<file path="src/rtl/cla_pkg.sv">
// cla_pkg: shared widths, slice count and FSM encoding for the sequential CLA subtractor
package cla_pkg;
  localparam int W       = 64;
  localparam int SLICE_W = 16;
  localparam int NSL     = W / SLICE_W;
  localparam int CNT_W   = $clog2(NSL);
  typedef enum logic [1:0] {IDLE = 2'd0, CALC = 2'd1, DONE = 2'd2} state_t;
endpackage

</file>
<file path="src/rtl/cla_slice.sv">
// cla_slice: combinational SW-bit two-level carry-lookahead adder (x + y + ci)
// ports: x, y operands; ci carry-in; s sum; co carry-out of bit SW-1
module cla_slice
  import cla_pkg::*;
#(
  parameter int SW = SLICE_W
) (
  input  logic [SW-1:0] x,
  input  logic [SW-1:0] y,
  input  logic          ci,
  output logic [SW-1:0] s,
  output logic          co
);
  localparam int NG = SW / 4;
  logic [SW-1:0] g, p, c;
  logic [NG-1:0] gg, gp;
  logic [NG:0]   gc;
  logic          t;
  assign g = x & y;
  assign p = x ^ y;
  // every carry is a flat sum of products (generate chained through propagates),
  // so nothing ripples from one bit or group to the next
  always_comb begin
    gg = '0;
    gp = '1;
    gc = '0;
    c  = '0;
    t  = 1'b0;
    for (int j = 0; j < NG; j++) begin
      for (int i = 0; i < 4; i++) begin
        t = g[4*j+i];
        for (int k = i + 1; k < 4; k++) t = t & p[4*j+k];
        gg[j] = gg[j] | t;
        gp[j] = gp[j] & p[4*j+i];
      end
    end
    for (int j = 0; j <= NG; j++) begin
      for (int i = 0; i < j; i++) begin
        t = gg[i];
        for (int k = i + 1; k < j; k++) t = t & gp[k];
        gc[j] = gc[j] | t;
      end
      t = ci;
      for (int k = 0; k < j; k++) t = t & gp[k];
      gc[j] = gc[j] | t;
    end
    for (int j = 0; j < NG; j++) begin
      for (int i = 0; i < 4; i++) begin
        for (int m = 0; m < i; m++) begin
          t = g[4*j+m];
          for (int k = m + 1; k < i; k++) t = t & p[4*j+k];
          c[4*j+i] = c[4*j+i] | t;
        end
        t = gc[j];
        for (int k = 0; k < i; k++) t = t & p[4*j+k];
        c[4*j+i] = c[4*j+i] | t;
      end
    end
    s  = p ^ c;
    co = gc[NG];
  end
endmodule

</file>
<file path="src/rtl/cla_sub64_seq.sv">
// cla_sub64_seq: multi-cycle W-bit subtractor diff = a - b - bin, one SLICE_W slice per clock
// ports: clk, rst_n (async active-low); in_valid/in_ready + a, b, bin operand handshake;
//        out_valid/out_ready result handshake; diff, bout (borrow), ovf (signed), zero
module cla_sub64_seq
  import cla_pkg::*;
(
  input  logic         clk,
  input  logic         rst_n,
  input  logic         in_valid,
  output logic         in_ready,
  input  logic [W-1:0] a,
  input  logic [W-1:0] b,
  input  logic         bin,
  output logic         out_valid,
  input  logic         out_ready,
  output logic [W-1:0] diff,
  output logic         bout,
  output logic         ovf,
  output logic         zero
);
  state_t             state_q, state_d;
  logic [CNT_W-1:0]   cnt_q, cnt_d;
  logic [W-1:0]       a_q, a_d, nb_q, nb_d, diff_q, diff_d;
  logic               carry_q, carry_d, bout_q, bout_d, ovf_q, ovf_d, zero_q, zero_d;
  logic [SLICE_W-1:0] xs, ys, s;
  logic               co;
  assign xs = a_q[cnt_q*SLICE_W +: SLICE_W];
  assign ys = nb_q[cnt_q*SLICE_W +: SLICE_W];
  cla_slice #(.SW(SLICE_W)) u_slice (.x(xs), .y(ys), .ci(carry_q), .s(s), .co(co));
  always_comb begin
    state_d = state_q;
    cnt_d   = cnt_q;
    a_d     = a_q;
    nb_d    = nb_q;
    carry_d = carry_q;
    diff_d  = diff_q;
    bout_d  = bout_q;
    ovf_d   = ovf_q;
    zero_d  = zero_q;
    case (state_q)
      IDLE: if (in_valid) begin
        a_d     = a;
        nb_d    = ~b;
        carry_d = ~bin;
        cnt_d   = '0;
        state_d = CALC;
      end
      CALC: begin
        diff_d[cnt_q*SLICE_W +: SLICE_W] = s;
        carry_d = co;
        cnt_d   = cnt_q + 1'b1;
        if (cnt_q == CNT_W'(NSL - 1)) begin
          state_d = DONE;
          bout_d  = ~co;
          // operand signs differ (a vs b, i.e. a equals ~b) and result sign differs from a
          ovf_d   = (a_q[W-1] == nb_q[W-1]) && (s[SLICE_W-1] != a_q[W-1]);
          zero_d  = diff_d == '0;
        end
      end
      DONE: state_d = out_ready ? IDLE : DONE;
      default: state_d = IDLE;
    endcase
  end
  always_ff @(posedge clk or negedge rst_n) begin
    if (!rst_n) begin
      state_q <= IDLE;
      cnt_q   <= '0;
      a_q     <= '0;
      nb_q    <= '0;
      carry_q <= 1'b0;
      diff_q  <= '0;
      bout_q  <= 1'b0;
      ovf_q   <= 1'b0;
      zero_q  <= 1'b0;
    end else begin
      state_q <= state_d;
      cnt_q   <= cnt_d;
      a_q     <= a_d;
      nb_q    <= nb_d;
      carry_q <= carry_d;
      diff_q  <= diff_d;
      bout_q  <= bout_d;
      ovf_q   <= ovf_d;
      zero_q  <= zero_d;
    end
  end
  assign in_ready  = state_q == IDLE;
  assign out_valid = state_q == DONE;
  assign diff      = diff_q;
  assign bout      = bout_q;
  assign ovf       = ovf_q;
  assign zero      = zero_q;
endmodule

</file>
<file path="config.mk">
export PLATFORM = sky130hd
export DESIGN_NAME = cla_sub64_seq
export DESIGN_NICKNAME = d
export VERILOG_FILES = /design/src/rtl/cla_pkg.sv /design/src/rtl/cla_slice.sv /design/src/rtl/cla_sub64_seq.sv
export SDC_FILE = /design/constraint.sdc
export NUM_CORES = 1
export LEC_CHECK = 0
export BUFFER_PORTS_ARGS = -buffer_cell sky130_fd_sc_hd__buf_4
export CORE_MARGIN = 5
export CORE_UTILIZATION = 59
export DETAILED_ROUTE_END_ITERATION = 6
export HOLD_SLACK_MARGIN = 0.15
export PLACE_DENSITY = 0.91
export SYNTH_ARGS = -nofsm -noshare
export SYNTH_HDL_FRONTEND = slang
export SYNTH_SLANG_ARGS = --single-unit
</file>
<file path="constraint.sdc">
create_clock -name clk -period 7.3 [get_ports clk]
set_clock_uncertainty 0.1 [all_clocks]
set_input_delay 1.46 -clock clk [delete_from_list [all_inputs] [get_ports clk]]
set_output_delay 1.46 -clock clk [all_outputs]
set_load 0.05 [all_outputs]
</file>
After elaboration in Yosys (flattened, before gate mapping)
Cells that the tools add are included.
{"block": "classes", "n_eq_ne": 7, "shift": 4, "add_sub_neg": 2, "n_reduce_logical": 8, "mux": 9, "bitwise": 110}
{"operator": "$shiftx A64 B7 Y16", "n": 2}
{"operator": "$bwmux W64", "n": 1}
{"operator": "$logic_not A64 Y1", "n": 1}
{"operator": "$not A64 Y64", "n": 1}
{"operator": "$shift A16 B34 Y64 const A", "n": 1}
{"operator": "$shiftx A16 B34 Y64", "n": 1}
{"operator": "$and A1 B1 Y1", "n": 58}
{"operator": "$or A1 B1 Y1", "n": 46}
{"operator": "$neg A6 Y34", "n": 1}
{"operator": "$xor A16 B16 Y16", "n": 2}
{"operator": "$and A16 B16 Y16", "n": 1}
{"operator": "$mux W2", "n": 4}
{"operator": "$reduce_and A2 Y1", "n": 4}
{"operator": "$pmux W2 S3", "n": 1}
{"operator": "$eq A2 B2 Y1 const B", "n": 2}
{"operator": "$ne A2 B2 Y1 const B", "n": 2}
{"operator": "$pmux W2 S2", "n": 1}
{"operator": "$add A2 B1 Y2 const B", "n": 1}
{"operator": "$eq A2 B1 Y1 const B", "n": 1}
{"operator": "$logic_not A2 Y1", "n": 1}
{"operator": "$not A1 Y1", "n": 2}
{"operator": "$pmux W1 S2", "n": 1}
{"operator": "$reduce_bool A2 Y1", "n": 1}
{"operator": "$eq A1 B1 Y1", "n": 1}
{"operator": "3 further kinds", "n": 3}
{"block": "totals", "in_bits": 133, "out_inout_bits": 69, "elab_cells": 149, "ff_bits": 200}

Longest topological paths before layout
Gate-level depths: netlist of run 1.
{"block": "logic_depth", "word_depth": 21, "ltp_mapped": 17, "ltp_nobuf": 15}

Modules after synthesis
From an unflattened synthesis of run 1, not the netlist that was laid out.
{"block": "hier_totals", "hier_cells": 853, "hier_area_um2": 9113.7}
{"mod": "cla_sub64_seq", "seq_area_each_um2": 5004.8, "cells_each": 770, "n_inst": 1, "area_each_um2": 8416.8}
{"mod": "cla_slice", "seq_area_each_um2": 0.0, "cells_each": 83, "n_inst": 1, "area_each_um2": 696.9}

Worst setup path before layout of run 1
No wires, ideal clock.
{"block": "synth_path", "kind": "register -> register", "startpoint": "reg cnt_q[0]", "endpoint": "reg zero_q (netlist: zero)", "arrival_time_ps": 4252, "setup_ps": 68, "stages_incl_launch_ff": 17, "n_path_buf": 2, "period_less_slack_ps": 4420, "path_slack_ps": 2880, "t_required_ps": 7132, "cell_sequence": "dfrtp_1 buf_2 buf_2 mux4_2 ha_1 a21o_2 a21o_1 a21o_1 a31oi_1 inv_1 ha_1 a31o_2 a21oi_1 xnor2_1 or4b_1 o21ai_0 a32o_1"}
{"block": "synth_between", "elab_chain_len": 21, "word_cells_on_any_way": 99, "classes_between": "add/sub (1); eq/ne (1); shift (4); mux (1); bitwise (90); reduce/logical (2)"}
{"item": "from (decl)", "line": "cla_sub64_seq.sv:22", "rtl": "logic [CNT_W-1:0] cnt_q, cnt_d;"}
{"item": "from (signal assigned)", "line": "cla_sub64_seq.sv:77", "rtl": "cnt_q <= cnt_d;"}
{"item": "$shiftx A64 B7 Y16 (on tied branches)", "line": "cla_sub64_seq.sv:27, cla_sub64_seq.sv:28"}
{"item": "$and A16 B16 Y16 or $xor A16 B16 Y16 (tied branches)", "line": "cla_slice.sv:19, cla_slice.sv:20"}
{"item": "$and A1 B1 Y1 (2 in series)", "line": "cla_slice.sv:32, cla_slice.sv:51"}
{"item": "$and A1 B1 Y1", "line": "cla_slice.sv:32", "rtl": "for (int k = i + 1; k < 4; k++) t = t & p[4*j+k];"}
{"item": "$or A1 B1 Y1 (3 in series)", "line": "cla_slice.sv:33", "rtl": "gg[j] = gg[j] | t;"}
{"item": "$and A1 B1 Y1 (2 in series)", "line": "cla_slice.sv:40", "rtl": "for (int k = i + 1; k < j; k++) t = t & gp[k];"}
{"item": "$or A1 B1 Y1 (2 in series)", "line": "cla_slice.sv:41", "rtl": "gc[j] = gc[j] | t;"}
{"item": "$or A1 B1 Y1", "line": "cla_slice.sv:45", "rtl": "gc[j] = gc[j] | t;"}
{"item": "$and A1 B1 Y1 (3 in series)", "line": "cla_slice.sv:55", "rtl": "for (int k = 0; k < i; k++) t = t & p[4*j+k];"}
{"item": "$or A1 B1 Y1", "line": "cla_slice.sv:56", "rtl": "c[4*j+i] = c[4*j+i] | t;"}
{"item": "$xor A16 B16 Y16", "line": "cla_slice.sv:59", "rtl": "s = p ^ c;"}
{"item": "$shiftx A16 B34 Y64", "line": "cla_sub64_seq.sv:49", "rtl": "diff_d[cnt_q*SLICE_W +: SLICE_W] = s;"}
{"item": "$bwmux W64", "line": "cla_sub64_seq.sv:49"}
{"item": "$logic_not A64 Y1", "line": "cla_sub64_seq.sv:57", "rtl": "zero_d = diff_d == '0;"}
{"item": "to (signal assigned)", "line": "cla_sub64_seq.sv:84", "rtl": "zero_q <= zero_d;"}
{"item": "to (decl)", "line": "cla_sub64_seq.sv:24", "rtl": "logic carry_q, carry_d, bout_q, bout_d, ovf_q, ovf_d, zero_q, zero_d;"}
Parallel ways exist; a longest one is shown, timed or not.
A chain may end at the register's enable or synchronous reset.

Worst setup path in the final report of run 1
Same ends and word-level chain as after synthesis.

==> impl_metrics.env, run 1 <==
export IMPL_synth_main_ff_cell="dfrtp_1"
export IMPL_avgViaCountPerCell=6.030
export IMPL_clk_pin_slew_worst_paths_ps=70
export IMPL_setup_viol=0
export IMPL_yosysSeqAreaShare_pct=54.76
export IMPL_start_util_pct=60.12
export IMPL_cts_tree="built"
export IMPL_critPathLaunchType="flop"
export IMPL_drt_first_pass_iters=7
export IMPL_numCtsBuffers=17
export IMPL_post_cts_resized=0
export IMPL_power_density_nw_per_um2=576.6
export IMPL_die_h_microns=134.5
export IMPL_synth_cells=885
export IMPL_final_nets=1226
export IMPL_synth_cell_type_count=50
export IMPL_drc=0
export IMPL_synth_area_top_cells="dfrtp_1, nand2_1, mux4_2"
export IMPL_place_area_sq_um=10750
export IMPL_nFillCells=1023
export IMPL_worstSetupEndpointType="flop"
export IMPL_dp_hpwl_mm=18.70
export IMPL_yosys_area_top_type="dfrtp_1"
export IMPL_async_reset_ff_share_pct=100.0
export IMPL_ys_warn_count=0
export IMPL_ys_ff_latch=200
export IMPL_drive_gt1_share_pct=26.39
export IMPL_wire_per_inst_microns=20.20
export IMPL_grt_overflow=0
export IMPL_rsz0062_at_grt="false"
export IMPL_fmax_ghz=0.1925
export IMPL_p_leak_uw=0.005725
export IMPL_grt_max_degree=122
export IMPL_hold_viol_final=0
export IMPL_cp_required_ps=7580
export IMPL_core_area_sq_um=15200
export IMPL_netlist_top_cells_count="nand2_1, dfrtp_1, o21ai_0"
export IMPL_min_period_over_period_pct=71.16
export IMPL_cp_arrival_ps=5470
export IMPL_register_area_sq_um=5007
export IMPL_hold_path_class="flop to flop"
export IMPL_cts_root_buf="clkbuf_16"
export IMPL_clock_sinks=200
export IMPL_synth_top_area_share_pct=54.76
export IMPL_crit_fanout=30
export IMPL_row_count=45
export IMPL_final_cell_area_sq_um=11320
export IMPL_status="complete, no violations"
export IMPL_diodes=0
export IMPL_synth_most_common_cell="nand2_1"
export IMPL_synth_edf_count=0
export IMPL_die_area_sq_um=18080
export IMPL_cts_setup_buffers=0
export IMPL_routed_wl_mm=25.54
export IMPL_finalSetupTns_ps=0
export IMPL_multiInputGateArea_sq_um=3925
export IMPL_die_x_microns=134.5
export IMPL_crit_type="flop to flop"
export IMPL_io_pins=202
export IMPL_hold_buffers=0
export IMPL_syn_mean_instance_area_sq_um=10.33
export IMPL_maxCapViolCount=0
export IMPL_drt_iter0_drc=866
export IMPL_grt_antenna_before_repair=0
export IMPL_drtAntennaViolNets=0
export IMPL_max_slew_worst_pin_slew_ps=1082
export IMPL_period_needed_ps=5194
export IMPL_grt_pass1_wl_mm=40.97
export IMPL_synthesis_area_sq_um=9140
export IMPL_num_vias=7622
export IMPL_synth_net_count=1048
export IMPL_maxSlewHeadroom_pct=27.90
export IMPL_first_global_vias=7792
export IMPL_clock_path_buffers=2
export IMPL_clock_latency_ps=430
export IMPL_gp_congestion=1.003
export IMPL_portBuffers=201
export IMPL_htree_levels=4
export IMPL_maxSlewViolCount=0
export IMPL_area_delta_synth_final_pct=23.85
export IMPL_ir_drop_mv=0.4218
export IMPL_track_usage_pct=29.10
[placed cells by master, fill, tap and decap left out, types with 9 or more instances in the layout]
| master | count |
|---|---|
| clkbuf_16 | 17 |
| nor4_1 | 13 |
| a21o_1 | 9 |
| o21ai_0 | 105 |
| ha_1 | 26 |
| dfrtp_1 | 198 |
| a21oi_1 | 13 |
| mux4_2 | 32 |
| buf_4 | 203 |
| a22o_1 | 28 |
| nand2_1 | 304 |
| inv_1 | 12 |
| nor2_1 | 18 |
[worst max-delay path, stage by stage (launching register included)]
cell,delay [ps]
dfrtp_2,1010
mux4_2,660
ha_1,360
a21o_1,190
a21o_1,170
a21oi_1,210
o211ai_1,120
a31oi_1,400
inv_1,110
ha_1,230
a31o_2,240
a21oi_1,160
xnor2_1,250
or4b_1,550
o21ai_0,180
a32o_1,180
[state kept, by name, summed over array words and instances, names as in the netlist]
| signal | count |
|---|---|
| a_q | 64 |
| diff | 64 |
| nb_q | 64 |
| cnt_q | 2 |
| state_q | 2 |
| bout | 1 |
| carry_q | 1 |
| ovf | 1 |
| zero | 1 |
[logic make-up after synthesis]
| logic type | Yosys count | synth area share (%) |
|---|---|---|
| multiplexers | 32 | 7.885 |
| adder cells (fa/ha/maj) | 30 | 4.435 |
| flip-flops | 200 | 54.76 |
| AO/OA/AOI/OAI | 189 | 13.03 |
| XOR/XNOR | 9 | 0.8625 |
| buffers and inverters | 57 | 2.396 |
| AND/OR/NAND/NOR | 368 | 16.63 |
[through the flow]
step	setup slack [ps]	utilization [%]	cells	hold WS [ps]	total power, uW
6_report	2106	74.46	1264	377.4	6527
5_1_grt	1825	74.46	1264	395.8	6909
4_1_cts	2154	74.46	1264	378.9	6471
3_5_place_dp	2193	70.72	1232	362.3	5537
3_3_place_gp	2345	70.72	1232	353.9	5375
2_1_floorplan	2880	-	885	340.3	4330
[final timing paths]
path,start,to,slack [ps],cells past startpoint
max reg2reg,cnt_q[0],zero,2110,15
min,a_q[43],a_q[43],380,2
min reg2reg,a_q[43],a_q[43],380,2
min in group asynchronous,rst_n,diff[36],1080,1
max in group asynchronous,rst_n,nb_q[55],4520,2
max,cnt_q[0],zero,2110,15
[area by class of cell]
type | instances | share of cell area, %
flip-flops and latches | 200 | 44.24
well taps | 188 | 2.078
multi-input cells | 628 | 34.67
repair buffers | 204 | 13.58
inverters | 12 | 0.3979
clock buffers | 17 | 3.758
clock inverters | 15 | 1.271
[power by group]
group / total, uW / switching, uW / internal (uW)
sequential: 1970 / 401 / 1570
combinational: 3650 / 2350 / 1290
clock: 908 / 430 / 478
[layer usage]
layer	track usage [%]	wire length, microns
met5	0	0
met4	11.54	863
met1	37.04	9670
met3	6.930	2223
met2	48.69	12780
(Power assumes the default switching activity.)
==> run 2: changes to the inputs <==
--- a/config.mk
+++ b/config.mk
@@ -7,10 +7,10 @@
 export LEC_CHECK = 0
 export BUFFER_PORTS_ARGS = -buffer_cell sky130_fd_sc_hd__buf_4
 export CORE_MARGIN = 5
-export CORE_UTILIZATION = 59
+export CORE_UTILIZATION = 55
 export DETAILED_ROUTE_END_ITERATION = 6
 export HOLD_SLACK_MARGIN = 0.15
-export PLACE_DENSITY = 0.91
+export PLACE_DENSITY = 0.86
 export SYNTH_ARGS = -nofsm -noshare
 export SYNTH_HDL_FRONTEND = slang
 export SYNTH_SLANG_ARGS = --single-unit
==> constraint.sdc (replaced) <==
create_clock -name clk -period 5.2 [get_ports clk]
set_clock_uncertainty 0.1 [all_clocks]
set_input_delay 1.04 -clock clk [delete_from_list [all_inputs] [get_ports clk]]
set_output_delay 1.04 -clock clk [all_outputs]
set_load 0.05 [all_outputs]
==> run 2 against run 1 <==
  * First-iteration DRC count shrank 14%
  * Sequential share of layout area fell by 0.53 points
  * Die area increased by 6.7%
  * Register-to-register slack got worse by 1600 ps
  * Final area rose by 1.2%
  * Count of clock-buffer cells in the layout grew 2
  * Critical path depth did not move
  * Utilization decreased by 4.9 points
  * Setup slack lost 1600 ps
  * Via count down 0.62%
  * Fmax grew 9.7%
  * Global-route usage shrank 2.3 points
==> impl_metrics.env, run 2 (synthesis gave the netlist of run 1 again) <==
export IMPL_grt_overflow=0
export IMPL_drive_gt1_share_pct=26.71
export IMPL_gp_congestion=0.9847
export IMPL_first_global_vias=7723
export IMPL_row_count=47
export IMPL_routed_wl_mm=25.65
export IMPL_drtAntennaViolNets=0
export IMPL_slowest_stage="dfrtp_2"
export IMPL_critPathLaunchType="flop"
export IMPL_r2r_setup_slack_ps=460
export IMPL_wl_met3_mm=2.289
export IMPL_cts_root_buf="clkbuf_16"
export IMPL_drc=0
export IMPL_cp_cell_sequence="buf_12 -> mux4_2 -> ha_1 -> a21o_1 -> a21oi_1 -> a21oi_1 -> a31oi_1 -> inv_1 -> ha_1 -> o21ai_0 -> nand2b_1 -> xnor2_1 -> or4b_1 -> o21ai_0 -> a32o_1"
export IMPL_hold_buffers=0
export IMPL_crit_fanout=27
export IMPL_cts_tree="built"
export IMPL_core_area_sq_um=16470
export IMPL_area_delta_synth_final_pct=25.35
export IMPL_rsz0062_at_grt="false"
export IMPL_portBuffers=201
export IMPL_grt_max_degree=133
export IMPL_reg2reg_depth=15
export IMPL_crit_type="flop to flop"
export IMPL_crit_reg2reg_launch="cnt_q[0]"
export IMPL_maxSlewViolCount=0
export IMPL_track_usage_pct=26.77
export IMPL_grt_pass1_wl_mm=40.83
export IMPL_die_x_microns=138.9
export IMPL_status="complete, no violations"
export IMPL_cp_startpoint="cnt_q[0]"
export IMPL_dp_hpwl_mm=18.79
export IMPL_critPathCapture="zero"
export IMPL_worstSetupEndpointType="flop"
export IMPL_maxCapViolCount=0
export IMPL_clock_sinks=200
export IMPL_post_cts_resized=0
export IMPL_top_layer="met4"
export IMPL_cp_required_ps=5480
export IMPL_drt_iter0_drc=747
export IMPL_hold_viol_final=0
export IMPL_slowest_delay_ps=630
export IMPL_period_needed_ps=4735
export IMPL_cp_arrival_ps=5020
export IMPL_wl_met2_mm=12.40
export IMPL_final_common_cell="nand2_1"
export IMPL_setup_viol=0
export IMPL_die_area_sq_um=19300
export IMPL_numCtsBuffers=17
export IMPL_avgViaCountPerCell=5.818
export IMPL_htree_levels=4
export IMPL_cts_setup_buffers=0
export IMPL_wire_per_inst_microns=19.70
export IMPL_wirelength_met1_mm=10.07
export IMPL_mostFrequentLayoutCells="nand2_1, buf_4, dfrtp_1"
export IMPL_clk_pin_slew_worst_paths_ps=70
export IMPL_fmax_ghz=0.2112
export IMPL_start_util_pct=55.51
export IMPL_min_period_over_period_pct=91.06
export IMPL_die_h_microns=138.9
export IMPL_clock_path_buffers=2
export IMPL_clock_latency_ps=450
export IMPL_grt_antenna_before_repair=0
export IMPL_r2r_end="zero"
export IMPL_drt_first_pass_iters=5
export IMPL_final_nets=1232
export IMPL_io_pins=202
export IMPL_finalSetupTns_ps=0
export IMPL_diodes=0
export IMPL_num_vias=7575
export IMPL_hold_path_class="flop to flop"
export IMPL_maxSlewHeadroom_pct=27.43
export IMPL_max_slew_worst_pin_slew_ps=1089
run 2: worst min path at each step:
stage / startpoint / endpoint / cells past startpoint
4_1_cts: nb_q[54] / nb_q[54] / 2
2_1_floorplan: a_q[32] / a_q[32] / 2
5_1_grt: a_q[10] / a_q[10] / 2
3_3_place_gp: a_q[47] / a_q[47] / 2
6_report: nb_q[54] / nb_q[54] / 2
3_5_place_dp: a_q[6] / a_q[6] / 2
run 2: through the flow:
stage | std cells | setup WS (ps) | utilization [%] | area [sq um] | hold slack, ps
after floorplan | 885 | 780.0 | - | 9140 | 340.3
after global placement | 1270 | 685.3 | 65.88 | 10850 | 354.7
after detailed placement | 1270 | 546.9 | 65.88 | 10850 | 361.3
after CTS | 1302 | 525.7 | 69.58 | 11460 | 380.5
after global routing | 1302 | 197.5 | 69.58 | 11460 | 402.6
final | 1302 | 465.0 | 69.58 | 11460 | 378.7
run 2: cell type report:
type                    count  area [sq um]
clock buffers              19         442.9
clock inverters            13         166.4
fillers                  1215          5009
inverters                  12         45.04
multi-input cells         628          3925
flip-flops and latches    200          5007
well taps                 220         275.3
repair buffers            210          1595
run 2: metal layers:
metal  track usage (%)  vias up
li1                  -     3431
met1             34.40     3671
met2             43.44      403
met3             7.483       70
met4             10.71        0
met5                 0        -
run 2: critical path, delay by kind of cell, from the launching register on:
kind                       cells  cell delay [ps]
AOI/OAI and AO/OA              7             1460
DFF                            1              630
adders and majority gates      2              620
and+or+nand+nor                2              600
muxes                          1              530
buffers and inverters          2              380
xor gates and xnor gates       1              360
Power of run 2 is not shown: default switching activity piles up to over one toggle a cycle in this logic, so the estimate is an artifact.
==> run 3: changes to the inputs <==
--- a/config.mk
+++ b/config.mk
@@ -6,11 +6,14 @@
 export NUM_CORES = 1
 export LEC_CHECK = 0
 export BUFFER_PORTS_ARGS = -buffer_cell sky130_fd_sc_hd__buf_4
+export CELL_PAD_IN_SITES_DETAIL_PLACEMENT = 0
+export CELL_PAD_IN_SITES_GLOBAL_PLACEMENT = 1
 export CORE_MARGIN = 5
-export CORE_UTILIZATION = 55
+export CORE_UTILIZATION = 42
 export DETAILED_ROUTE_END_ITERATION = 6
 export HOLD_SLACK_MARGIN = 0.15
-export PLACE_DENSITY = 0.86
+export PLACE_DENSITY = 0.85
+export SETUP_SLACK_MARGIN = 0.15
 export SYNTH_ARGS = -nofsm -noshare
 export SYNTH_HDL_FRONTEND = slang
 export SYNTH_SLANG_ARGS = --single-unit
==> run 3 against run 2 <==
  * Setup slack got worse by 14 ps
  * Sequential share of layout area is 0.26 points lower
  * Critical path depth down 2
  * Non-clock buffer count fell by 1
  * Register-to-register slack hardly changed
  * Cell count is 4.4% higher
  * Die area grew 29%
  * Sequential cell count unchanged
  * Largest cell class unchanged
==> impl_metrics.env, run 3 (synthesis gave the netlist of run 1 again) <==
export IMPL_status="complete, no violations"
export IMPL_slowest_stage="dfrtp_4"
export IMPL_first_global_vias=7411
export IMPL_rsz0062_at_grt="false"
export IMPL_crit_type="flop to flop"
export IMPL_gp_congestion=0.9096
export IMPL_crit_fanout=24
export IMPL_drt_first_pass_iters=6
export IMPL_track_usage_pct=21.04
export IMPL_maxSlewHeadroom_pct=26.03
export IMPL_p_leak_uw=0.005778
export IMPL_setup_viol=0
export IMPL_avgViaCountPerCell=5.364
export IMPL_fmax_ghz=0.2106
export IMPL_io_pins=202
export IMPL_clock_latency_ps=430
export IMPL_drc=0
export IMPL_area_delta_synth_final_pct=26.16
export IMPL_period_needed_ps=4749
export IMPL_die_h_microns=157.5
export IMPL_power_density_nw_per_um2=811.2
export IMPL_core_area_sq_um=21620
export IMPL_hold_buffers=0
export IMPL_clock_path_buffers=2
export IMPL_cp_required_ps=5470
export IMPL_max_slew_worst_pin_slew_ps=1109
export IMPL_cts_root_buf="clkbuf_16"
export IMPL_drt_iter0_drc=539
export IMPL_clock_sinks=200
export IMPL_portBuffers=201
export IMPL_final_common_cell="nand2_1"
export IMPL_die_x_microns=157.5
export IMPL_hold_viol_final=0
export IMPL_maxSlewViolCount=0
export IMPL_cts_setup_buffers=0
export IMPL_wire_per_inst_microns=18.99
export IMPL_num_vias=7290
export IMPL_clk_pin_slew_worst_paths_ps=70
export IMPL_mostFrequentLayoutCells="nand2_1, buf_4, dfrtp_1"
export IMPL_cp_arrival_ps=5020
export IMPL_place_area_sq_um=10930
export IMPL_final_nets=1231
export IMPL_maxCapViolCount=0
export IMPL_die_area_sq_um=24810
export IMPL_grt_pass1_wl_mm=40.30
export IMPL_routed_wl_mm=25.81
export IMPL_grt_antenna_before_repair=0
export IMPL_cts_tree="built"
export IMPL_row_count=54
export IMPL_drtAntennaViolNets=0
export IMPL_grt_overflow=0
export IMPL_start_util_pct=42.27
export IMPL_diodes=0
export IMPL_post_cts_resized=0
export IMPL_numCtsBuffers=17
export IMPL_hold_path_class="flop to flop"
export IMPL_critPathLaunchType="flop"
export IMPL_min_period_over_period_pct=91.32
export IMPL_drive_gt1_share_pct=26.51
export IMPL_ir_drop_mv=0.4429
export IMPL_cp_cell_sequence="buf_4 -> mux4_2 -> ha_1 -> a21oi_1 -> o211ai_1 -> and2_1 -> fa_1 -> xnor2_1 -> nand3_1 -> a211oi_1 -> o221ai_1 -> a2111oi_2 -> a32o_1"
export IMPL_dp_hpwl_mm=19.08
export IMPL_final_cell_area_sq_um=11530
export IMPL_slowest_delay_ps=730
export IMPL_worstSetupEndpointType="flop"
export IMPL_grt_max_degree=150
export IMPL_htree_levels=4
export IMPL_finalSetupTns_ps=0
==> run 3: changes by cell type in the layout (fill, tap and decap cells not counted), sizes merged <==
cell,delta
clkinvlp,-1
inv,-4
clkbuf,+5
bufinv,-1
buf,-1
clkinv,-1
==> run 3: routing by layer <==
layer  vias to the layer above  GRT usage [%]  part of all wire [%]  wire length [microns]
met5                         -              0                     0                      0
met4                         0          7.292                   2.6                    660
met3                        42          4.289                   7.4                   1905
met2                       295          34.03                    47                  12260
met1                      3506          28.48                    43                  10990
li1                       3447              -                     -                      -
==> run 3: critical path: cells and delay by family (launching register included) <==
family	cells	cell delay [ps]
buffers and inverters	1	350
and+or+nand+nor	2	340
AOI/OAI and AO/OA	6	1330
xor gates and xnor gates	1	530
muxes	1	560
adders and majority gates	2	740
DFF	1	730
==> run 3: cell type report <==
cell class                      instances  area, sq um
Clock buffer                           24        511.7
Clock inverter                          6        88.84
Fill cell                            1972        10090
Inverter                               12        45.04
Multi-Input combinational cell        628         3925
Sequential cell                       200         5010
Tap cell                              280        350.3
Timing Repair Buffer                  209         1600
==> run 3: final timing paths <==
| kind | start | to | slack (ps) | cells after the start |
|---|---|---|---|---|
| min in group asynchronous | rst_n | diff[6] | 620 | 1 |
| max in group asynchronous | rst_n | nb_q[12] | 3340 | 2 |
| hold / removal | a_q[38] | a_q[38] | 370 | 2 |
| setup reg to reg | cnt_q[0] | zero | 450 | 13 |
| setup / recovery | cnt_q[0] | zero | 450 | 13 |
| hold reg to reg | a_q[38] | a_q[38] | 370 | 2 |
==> run 3: per-stage QoR <==
stage / hold slack, ps / setup WS [ps] / std cells / util [%] / power [uW]
2_1_floorplan: 340.3 / 780.0 / 885 / - / 6079
3_3_place_gp: 354.7 / 402.7 / 1329 / 50.54 / 7867
3_5_place_dp: 360.7 / 312.5 / 1329 / 50.54 / 7979
4_1_cts: 376.4 / 288.5 / 1359 / 53.32 / 9346
5_1_grt: 394.4 / 179.4 / 1359 / 53.33 / 9949
6_report: 373.5 / 451.3 / 1359 / 53.33 / 9354
==> run 3: report_power, final <==
group / internal (uW) / switching (uW) / leakage (uW)
logic: 1920 / 3340 / 0.00292
registers: 2210 / 534 / 0.00256
clock network: 782 / 569 / 0.000290
